<file path="src/rtl/cam_pkg.sv">
// Shared camera front-end definitions: frame geometry, pixel type, capture FSM states and
// the colour-region boundaries that the classifier also depends on.
package cam_pkg;

    localparam int unsigned IMG_W_DEF = 320;
    localparam int unsigned IMG_H_DEF = 240;
    localparam int unsigned COL_W     = 9;
    localparam int unsigned ROW_W     = 8;

    // Test-pattern / classifier region boundaries (first column of each region).
    localparam logic [COL_W-1:0] REGION_ORANGE_START = 9'd100;
    localparam logic [COL_W-1:0] REGION_GREY_START   = 9'd295;

    typedef struct packed {
        logic [3:0] r;
        logic [3:0] g;
        logic [3:0] b;
    } rgb444_t;

    typedef enum logic [1:0] {
        WAIT_FRAME,
        LINE_IDLE,
        BYTE_HI,
        BYTE_LO
    } capture_state_t;

endpackage

</file>
<file path="src/rtl/orange_threshold.sv">
// Combinational orange colour test on one RGB444 pixel; all compares are unsigned nibbles.
module orange_threshold
    import cam_pkg::*;
#(
    parameter logic [3:0] R_MIN = 4'd10,
    parameter logic [3:0] G_MIN = 4'd3,
    parameter logic [3:0] G_MAX = 4'd8,
    parameter logic [3:0] B_MAX = 4'd4
) (
    input  rgb444_t px_i,
    output logic    is_orange_o
);

    assign is_orange_o = (px_i.r >= R_MIN) && (px_i.g >= G_MIN) && (px_i.g <= G_MAX) &&
                         (px_i.b <= B_MAX) && (px_i.r > px_i.g);

endmodule

</file>
<file path="src/rtl/ov_pixel_capture.sv">
// OV7670 RGB444 byte-pair capture with row/column tracking and orange thresholding.
// Define CAPTURE_TEST_PATTERN_EN to replace camera colours with a column-based test pattern.
module ov_pixel_capture
    import cam_pkg::*;
#(
    parameter int unsigned IMG_W = IMG_W_DEF,
    parameter int unsigned IMG_H = IMG_H_DEF,
    parameter logic [3:0]  R_MIN = 4'd10,
    parameter logic [3:0]  G_MIN = 4'd3,
    parameter logic [3:0]  G_MAX = 4'd8,
    parameter logic [3:0]  B_MAX = 4'd4
) (
    input  logic       clk,
    input  logic       rst_n,
    input  logic       vsync,
    input  logic       href,
    input  logic [7:0] d,
    output logic       pix_valid,
    output logic [3:0] red,
    output logic [3:0] green,
    output logic [3:0] blue,
    output logic [8:0] col,
    output logic [7:0] row,
    output logic       is_orange,
    output logic       line_active,
    output logic       frame_done,
    output logic       byte_err
);

    localparam logic [COL_W-1:0] ColLimit = COL_W'(IMG_W);
    localparam logic [ROW_W-1:0] RowLimit = ROW_W'(IMG_H);

    logic             vsync_q;
    logic             vsync_p_q;
    logic             href_q;
    logic [7:0]       d_q;
    capture_state_t   state_q;
    logic [3:0]       red_lat_q;
    logic [COL_W-1:0] col_q;
    logic [ROW_W-1:0] row_q;
    logic             pix_valid_q;
    logic [3:0]       red_q;
    logic [3:0]       green_q;
    logic [3:0]       blue_q;
    logic [COL_W-1:0] col_out_q;
    logic [ROW_W-1:0] row_out_q;
    logic             orange_q;
    logic             line_active_q;
    logic             frame_done_q;
    logic             byte_err_q;

    rgb444_t px_d;
    logic    px_orange;
    logic    vsync_fall;
    logic    px_keep;

    always_comb begin
`ifdef CAPTURE_TEST_PATTERN_EN
        if (col_q < REGION_ORANGE_START) begin
            px_d = '{r: 4'h0, g: 4'h0, b: 4'hF};
        end else if (col_q < REGION_GREY_START) begin
            px_d = '{r: 4'hF, g: 4'h6, b: 4'h0};
        end else begin
            px_d = '{r: 4'h8, g: 4'h8, b: 4'h8};
        end
`else
        px_d = '{r: red_lat_q, g: d_q[7:4], b: d_q[3:0]};
`endif
    end

    assign vsync_fall = vsync_p_q & ~vsync_q;
    // Pixels past the last column or after the last row are consumed but never emitted.
    assign px_keep    = (col_q < ColLimit) && (row_q < RowLimit);

    orange_threshold #(
        .R_MIN(R_MIN),
        .G_MIN(G_MIN),
        .G_MAX(G_MAX),
        .B_MAX(B_MAX)
    ) u_thresh (
        .px_i       (px_d),
        .is_orange_o(px_orange)
    );

    always_ff @(posedge clk or negedge rst_n) begin
        if (!rst_n) begin
            vsync_q       <= 1'b0;
            vsync_p_q     <= 1'b0;
            href_q        <= 1'b0;
            d_q           <= '0;
            state_q       <= WAIT_FRAME;
            red_lat_q     <= '0;
            col_q         <= '0;
            row_q         <= '0;
            pix_valid_q   <= 1'b0;
            red_q         <= '0;
            green_q       <= '0;
            blue_q        <= '0;
            col_out_q     <= '0;
            row_out_q     <= '0;
            orange_q      <= 1'b0;
            line_active_q <= 1'b0;
            frame_done_q  <= 1'b0;
            byte_err_q    <= 1'b0;
        end else begin
            vsync_q      <= vsync;
            vsync_p_q    <= vsync_q;
            href_q       <= href;
            d_q          <= d;
            pix_valid_q  <= 1'b0;
            frame_done_q <= 1'b0;
            // vsync outranks any href activity, including a byte arriving in the same cycle.
            if (state_q != WAIT_FRAME && vsync_q) begin
                state_q       <= WAIT_FRAME;
                frame_done_q  <= 1'b1;
                line_active_q <= 1'b0;
            end else begin
                unique case (state_q)
                    WAIT_FRAME: begin
                        if (vsync_fall) begin
                            state_q    <= LINE_IDLE;
                            row_q      <= '0;
                            col_q      <= '0;
                            byte_err_q <= 1'b0;
                        end
                    end
                    LINE_IDLE: begin
                        if (href_q) begin
                            red_lat_q <= d_q[3:0];
                            state_q   <= BYTE_LO;
                        end
                    end
                    BYTE_HI: begin
                        if (href_q) begin
                            red_lat_q <= d_q[3:0];
                            state_q   <= BYTE_LO;
                        end else begin
                            state_q       <= LINE_IDLE;
                            col_q         <= '0;
                            col_out_q     <= '0;
                            line_active_q <= 1'b0;
                            if (line_active_q) row_q <= row_q + 1'b1;
                        end
                    end
                    BYTE_LO: begin
                        if (href_q) begin
                            state_q <= BYTE_HI;
                            if (px_keep) begin
                                pix_valid_q   <= 1'b1;
                                red_q         <= px_d.r;
                                green_q       <= px_d.g;
                                blue_q        <= px_d.b;
                                col_out_q     <= col_q;
                                row_out_q     <= row_q;
                                orange_q      <= px_orange;
                                line_active_q <= 1'b1;
                                col_q         <= col_q + 1'b1;
                            end
                        end else begin
                            // Line ended mid-pixel: the latched high byte is dropped.
                            state_q       <= LINE_IDLE;
                            byte_err_q    <= 1'b1;
                            col_q         <= '0;
                            col_out_q     <= '0;
                            line_active_q <= 1'b0;
                            if (line_active_q) row_q <= row_q + 1'b1;
                        end
                    end
                    default: state_q <= WAIT_FRAME;
                endcase
            end
        end
    end

    assign pix_valid   = pix_valid_q;
    assign red         = red_q;
    assign green       = green_q;
    assign blue        = blue_q;
    assign col         = col_out_q;
    assign row         = row_out_q;
    assign is_orange   = orange_q;
    assign line_active = line_active_q;
    assign frame_done  = frame_done_q;
    assign byte_err    = byte_err_q;

endmodule

</file>
<file path="config.mk">
export PLATFORM = sky130hd
export DESIGN_NAME = ov_pixel_capture
export DESIGN_NICKNAME = d
export VERILOG_FILES = /design/src/rtl/cam_pkg.sv /design/src/rtl/orange_threshold.sv /design/src/rtl/ov_pixel_capture.sv
export SDC_FILE = /design/constraint.sdc
export NUM_CORES = 1
export LEC_CHECK = 0
export ABC_AREA = 0
export BUFFER_PORTS_ARGS = -buffer_cell sky130_fd_sc_hd__clkbuf_2
export CORE_ASPECT_RATIO = 1.75
export CORE_MARGIN = 1.5
export CORE_UTILIZATION = 28
export DETAILED_ROUTE_END_ITERATION = 6
export PLACE_DENSITY = 0.42
export RECOVER_POWER = 100
export SYNTH_ARGS = -nofsm -noshare
export SYNTH_HDL_FRONTEND = slang
export SYNTH_SLANG_ARGS = --single-unit
</file>
<file path="constraint.sdc">
create_clock -name clk -period 3.9 [get_ports clk]
set_clock_uncertainty 0.1 [all_clocks]
set_input_delay 0.39 -clock clk [delete_from_list [all_inputs] [get_ports clk]]
set_output_delay 0.39 -clock clk [all_outputs]
set_load 0.01 [all_outputs]
</file>
==> metrics.md <==
| Metric | Value |
|---|---|
| Status | finished clean |
| Critical path, cell by cell | dlygate4sd3_1, clkbuf_1, clkbuf_2 |
| Synth cell count leaders | dfrtp_1 (68), nand2_1 (33), mux2_2 (19) |
| Max-slew headroom | 0.00486 |
| Buf/Inv on CP | 3 |
| CP endpoint kind | asynchronous set/reset pin |
| Worst Hold Class | in -> reg |
| Initial antenna violation count | 0 |
| Mean Syn Cell Area | 11.0 um2 |
| Simple-gate share of the synthesized area | 0.166 |
| Maximum vdd drop | 0.310 mV |
| DR vias/cell | 5.10 |
| Post-Synth XOR/XNOR Area | 0 |
| Seq/Total Area, Yosys | 0.537 |
| Top-count cell post-synth | dfrtp_1 |
| CP startpoint | rst_n |
| Detailed Place HPWL | 5890 um |
| Fin. Hold Viols | 0 |
| Num CTS Buffers | 9 |
| Leakage Power | 1.66 nW |
| Period minus WS final | 2810 ps |
| Die width | 83.4 um |
| Post-synth cell types | 43 |
| Req. time, crit path | 4090 ps |
| Port bufs | 45 |
| Clock sinks | 68 |
| FF+latch area | 0.00170 mm2 |
| CP top delay family | buffers and inverters |
| Die height | 144 um |
| Crit share post-route | 0.719 |
| Clock Latency Late Sink | 330 ps |
| NumNets Final | 361 |
| All-layer global routing usage | 0.142 |
| Share of layout cells above drive strength 1 | 0.132 |
| Ys async rst share | 1.00 |
| DRT Wirelength | 7880 um |
| Root Buffer | clkbuf_16 |
| Clock Tree Buf Depth | 2 |
| Crit-path max FO | 42 |
| GPL Wtd Cong | 0.807 |
| Fin. max-slew vios | 0 |
| Routed len/inst | 16.7 um |
| Gate Count Post-Synth | 287 |
| Main combinational cell family by area after synthesis | simple AND/OR/NAND/NOR gates |
| Synth Area in Compound Gates | 0.138 |
| Power Density | 646 mW/mm2 |
| Slowest CP cell | clkbuf_1 |
| Startpoint types | primary input |
| Number of synthesized register bits | 68 |
| Crit path largest cell delay | 1080 ps |
| Max Cap Viol | 0 |
| H-tree Lvls | 3 |
| Post-synth EDFFs | 0 |
| Global route overflow | 0 |
| Area Overhead vs Synth | 18.8% |
| Crit Reg-Reg Startpoint | state_q[0]$_DFFE_PN0P_ |
| Clk slew on worst S/H paths | 60 ps |
| Starting density of the core | 0.285 |
| Post-route design area | 0.00376 mm2 |
| Final ANT Viol Nets | 0 |
| Sum Neg Setup Slack | 0 ps |
| Detailed Route Iter0 Violations | 152 |
| Die area | 0.0120 mm2 |
| Worst Max-Slew Pin Slew | 1490 ps |
| RSZ-0062 raised after global routing | no |
| Fill cells | 1,183 |
| CORE AREA | 0.0111 mm2 |
| Mapped Nets | 311 |
| Maximum clock rate | 0.356 GHz |
| Residual DRC | 0 |
| DR vias | 2,411 |
| Crit Path Class | in -> async |
| IO Pins | 46 |
| First-pass GRT wire length | 13,000 um |
| Warnings, synthesis | 0 |
| Synth top area share | 0.537 |
| Largest net degree at the start of global routing | 43 |
| Top cells by area, synth | dfrtp_1 (54%), mux2_2 (6.8%), ha_1 (4.7%) |
| Post-synthesis adder-cell area fraction | 0.0474 |
| Multi-input combinational cell area | 0.00136 mm2 |
| Worst EP arrival | 3000 ps |
| Most instantiated flip-flop cell in the synthesis netlist | dfrtp_1 |
| Cell Area, Synth | 0.00317 mm2 |
| Antenna fix cells | 0 |
| Rows | 51 |
| Worst hold start | d[4] |
| Placed Area | 0.00352 mm2 |
| Via count of the first global-routing pass | 2,545 |
| Yosys top cell by area | dfrtp_1 |
| DRT Pass-1 Iters | 5 |
| Mux cell area share after synthesis | 0.0818 |
| Finish-stage setup viols | 0 |
| TritonCTS clock tree | built |
[power by group]
part	leakage [nW]	internal (mW)	total (mW)	switching (mW)
combinational	0.632	0.255	0.678	0.422
clock	0.138	0.507	0.802	0.295
sequential	0.888	0.837	0.953	0.116
total	1.66	1.60	2.43	0.833
[flip-flops by register name, summed over array words and instances, names as in the netlist]
register and count:
frame_done 1, vsync_p_q 1, green 4, href_q 1
line_active 1, col 9, red 4, vsync_q 1
byte_err 1, row_q 8, is_orange 1, row 8
blue 4, state_q 2, d_q 8, col_q 9
red_lat_q 4, pix_valid 1
[per-stage QoR]
stage | cells | power (mW) | hold WS, ps | util | setup WS, ps
after detailed placement | 457 | 1.69 | 354 | 0.317 | 1230
after global placement | 457 | 1.68 | 348 | 0.317 | 1320
after global routing | 473 | 2.60 | 57.0 | 0.339 | 533
after floorplan | 287 | 1.42 | -5.59 | - | 1730
final | 473 | 2.43 | 65.3 | 0.339 | 1090
after CTS | 473 | 2.51 | 55.8 | 0.344 | 1220
[worst paths after layout]
kind | depth (start not counted) | slack, ps | end
worst max register to register | 6 | 1280 | row_q[7]$_DFFE_PN0P_
min in group asynchronous | 2 | 860 | frame_done$_DFF_PN0_
max in group clk | 6 | 1280 | row_q[7]$_DFFE_PN0P_
worst min register to register | 2 | 390 | green[1]$_DFFE_PN0P_
worst max-delay path | 3 | 1090 | col_q[8]$_DFFE_PN0P_
worst min-delay path | 1 | 70 | d_q[4]$_DFF_PN0_
[worst reg2reg max path, cell delays in order, from the launching register on]
cell	delay [ps]
dfrtp_1	480
inv_1	120
ha_1	310
nor2_1	370
mux2_1	500
or4_1	510
a21oi_1	150
[cell type report]
cell class              instances  share of cell area
clock inverters                 4              0.0133
multi-input cells             199               0.362
clock buffers                  11              0.0645
inverters                      12              0.0120
well taps                     132              0.0439
repair buffers                 47              0.0522
flip-flops and latches         68               0.452
[metal layers]
metal  vias up  GRT usage  wire (um)
met5         -          0          0
met2        46      0.274       4510
li1       1164          -          -
met4         0     0.0763        185
met1      1191      0.142       2960
met3        10     0.0253        222
[layout by cell type (no fill, tap or decap), types with 3 or more instances in the layout]
| cell type | synthesis | routed |
|---|---|---|
| inv_1 | 12 | 12 |
| a21oi_1 | 16 | 16 |
| ha_1 | 12 | 12 |
| nor2_1 | 9 | 10 |
| mux2i_1 | 3 | 3 |
| nor4_1 | 3 | 3 |
| nand4_1 | 5 | 5 |
| dfrtp_1 | 68 | 68 |
| nand2b_1 | 7 | 7 |
| nor3_1 | 3 | 3 |
| o2bb2ai_1 | 3 | 3 |
| clkbuf_16 | 0 | 9 |
| or3_1 | 4 | 4 |
| and2_1 | 3 | 3 |
| clkbuf_1 | 4 | 36 |
| mux2_2 | 19 | 19 |
| nand2_1 | 33 | 33 |
| or4_1 | 10 | 11 |
| a22o_1 | 5 | 5 |
| clkbuf_2 | 0 | 11 |
| o211ai_1 | 4 | 4 |
| o31ai_1 | 9 | 9 |
| a21o_1 | 4 | 4 |
| o221ai_1 | 5 | 5 |
| o21ai_0 | 9 | 10 |
| nand3_1 | 11 | 11 |
| nor2b_1 | 3 | 3 |
[cell families (layout without fill, tap and decap cells)]
logic type	after synthesis	in the layout
flip-flops	68	68
adder cells (fa/ha/maj)	12	12
AND/OR/NAND/NOR	99	99
AO/OA/AOI/OAI	65	65
buffers and inverters	20	74
multiplexers	23	23
[repair_timing]
action	4_1_cts	5_1_grt
hold endpoints to repair	9	0
setup endpoints to repair	0	0
buffers inserted	0	0
hold buffers	1	0
gates resized for setup	0	0
(Power assumes the default switching activity.)
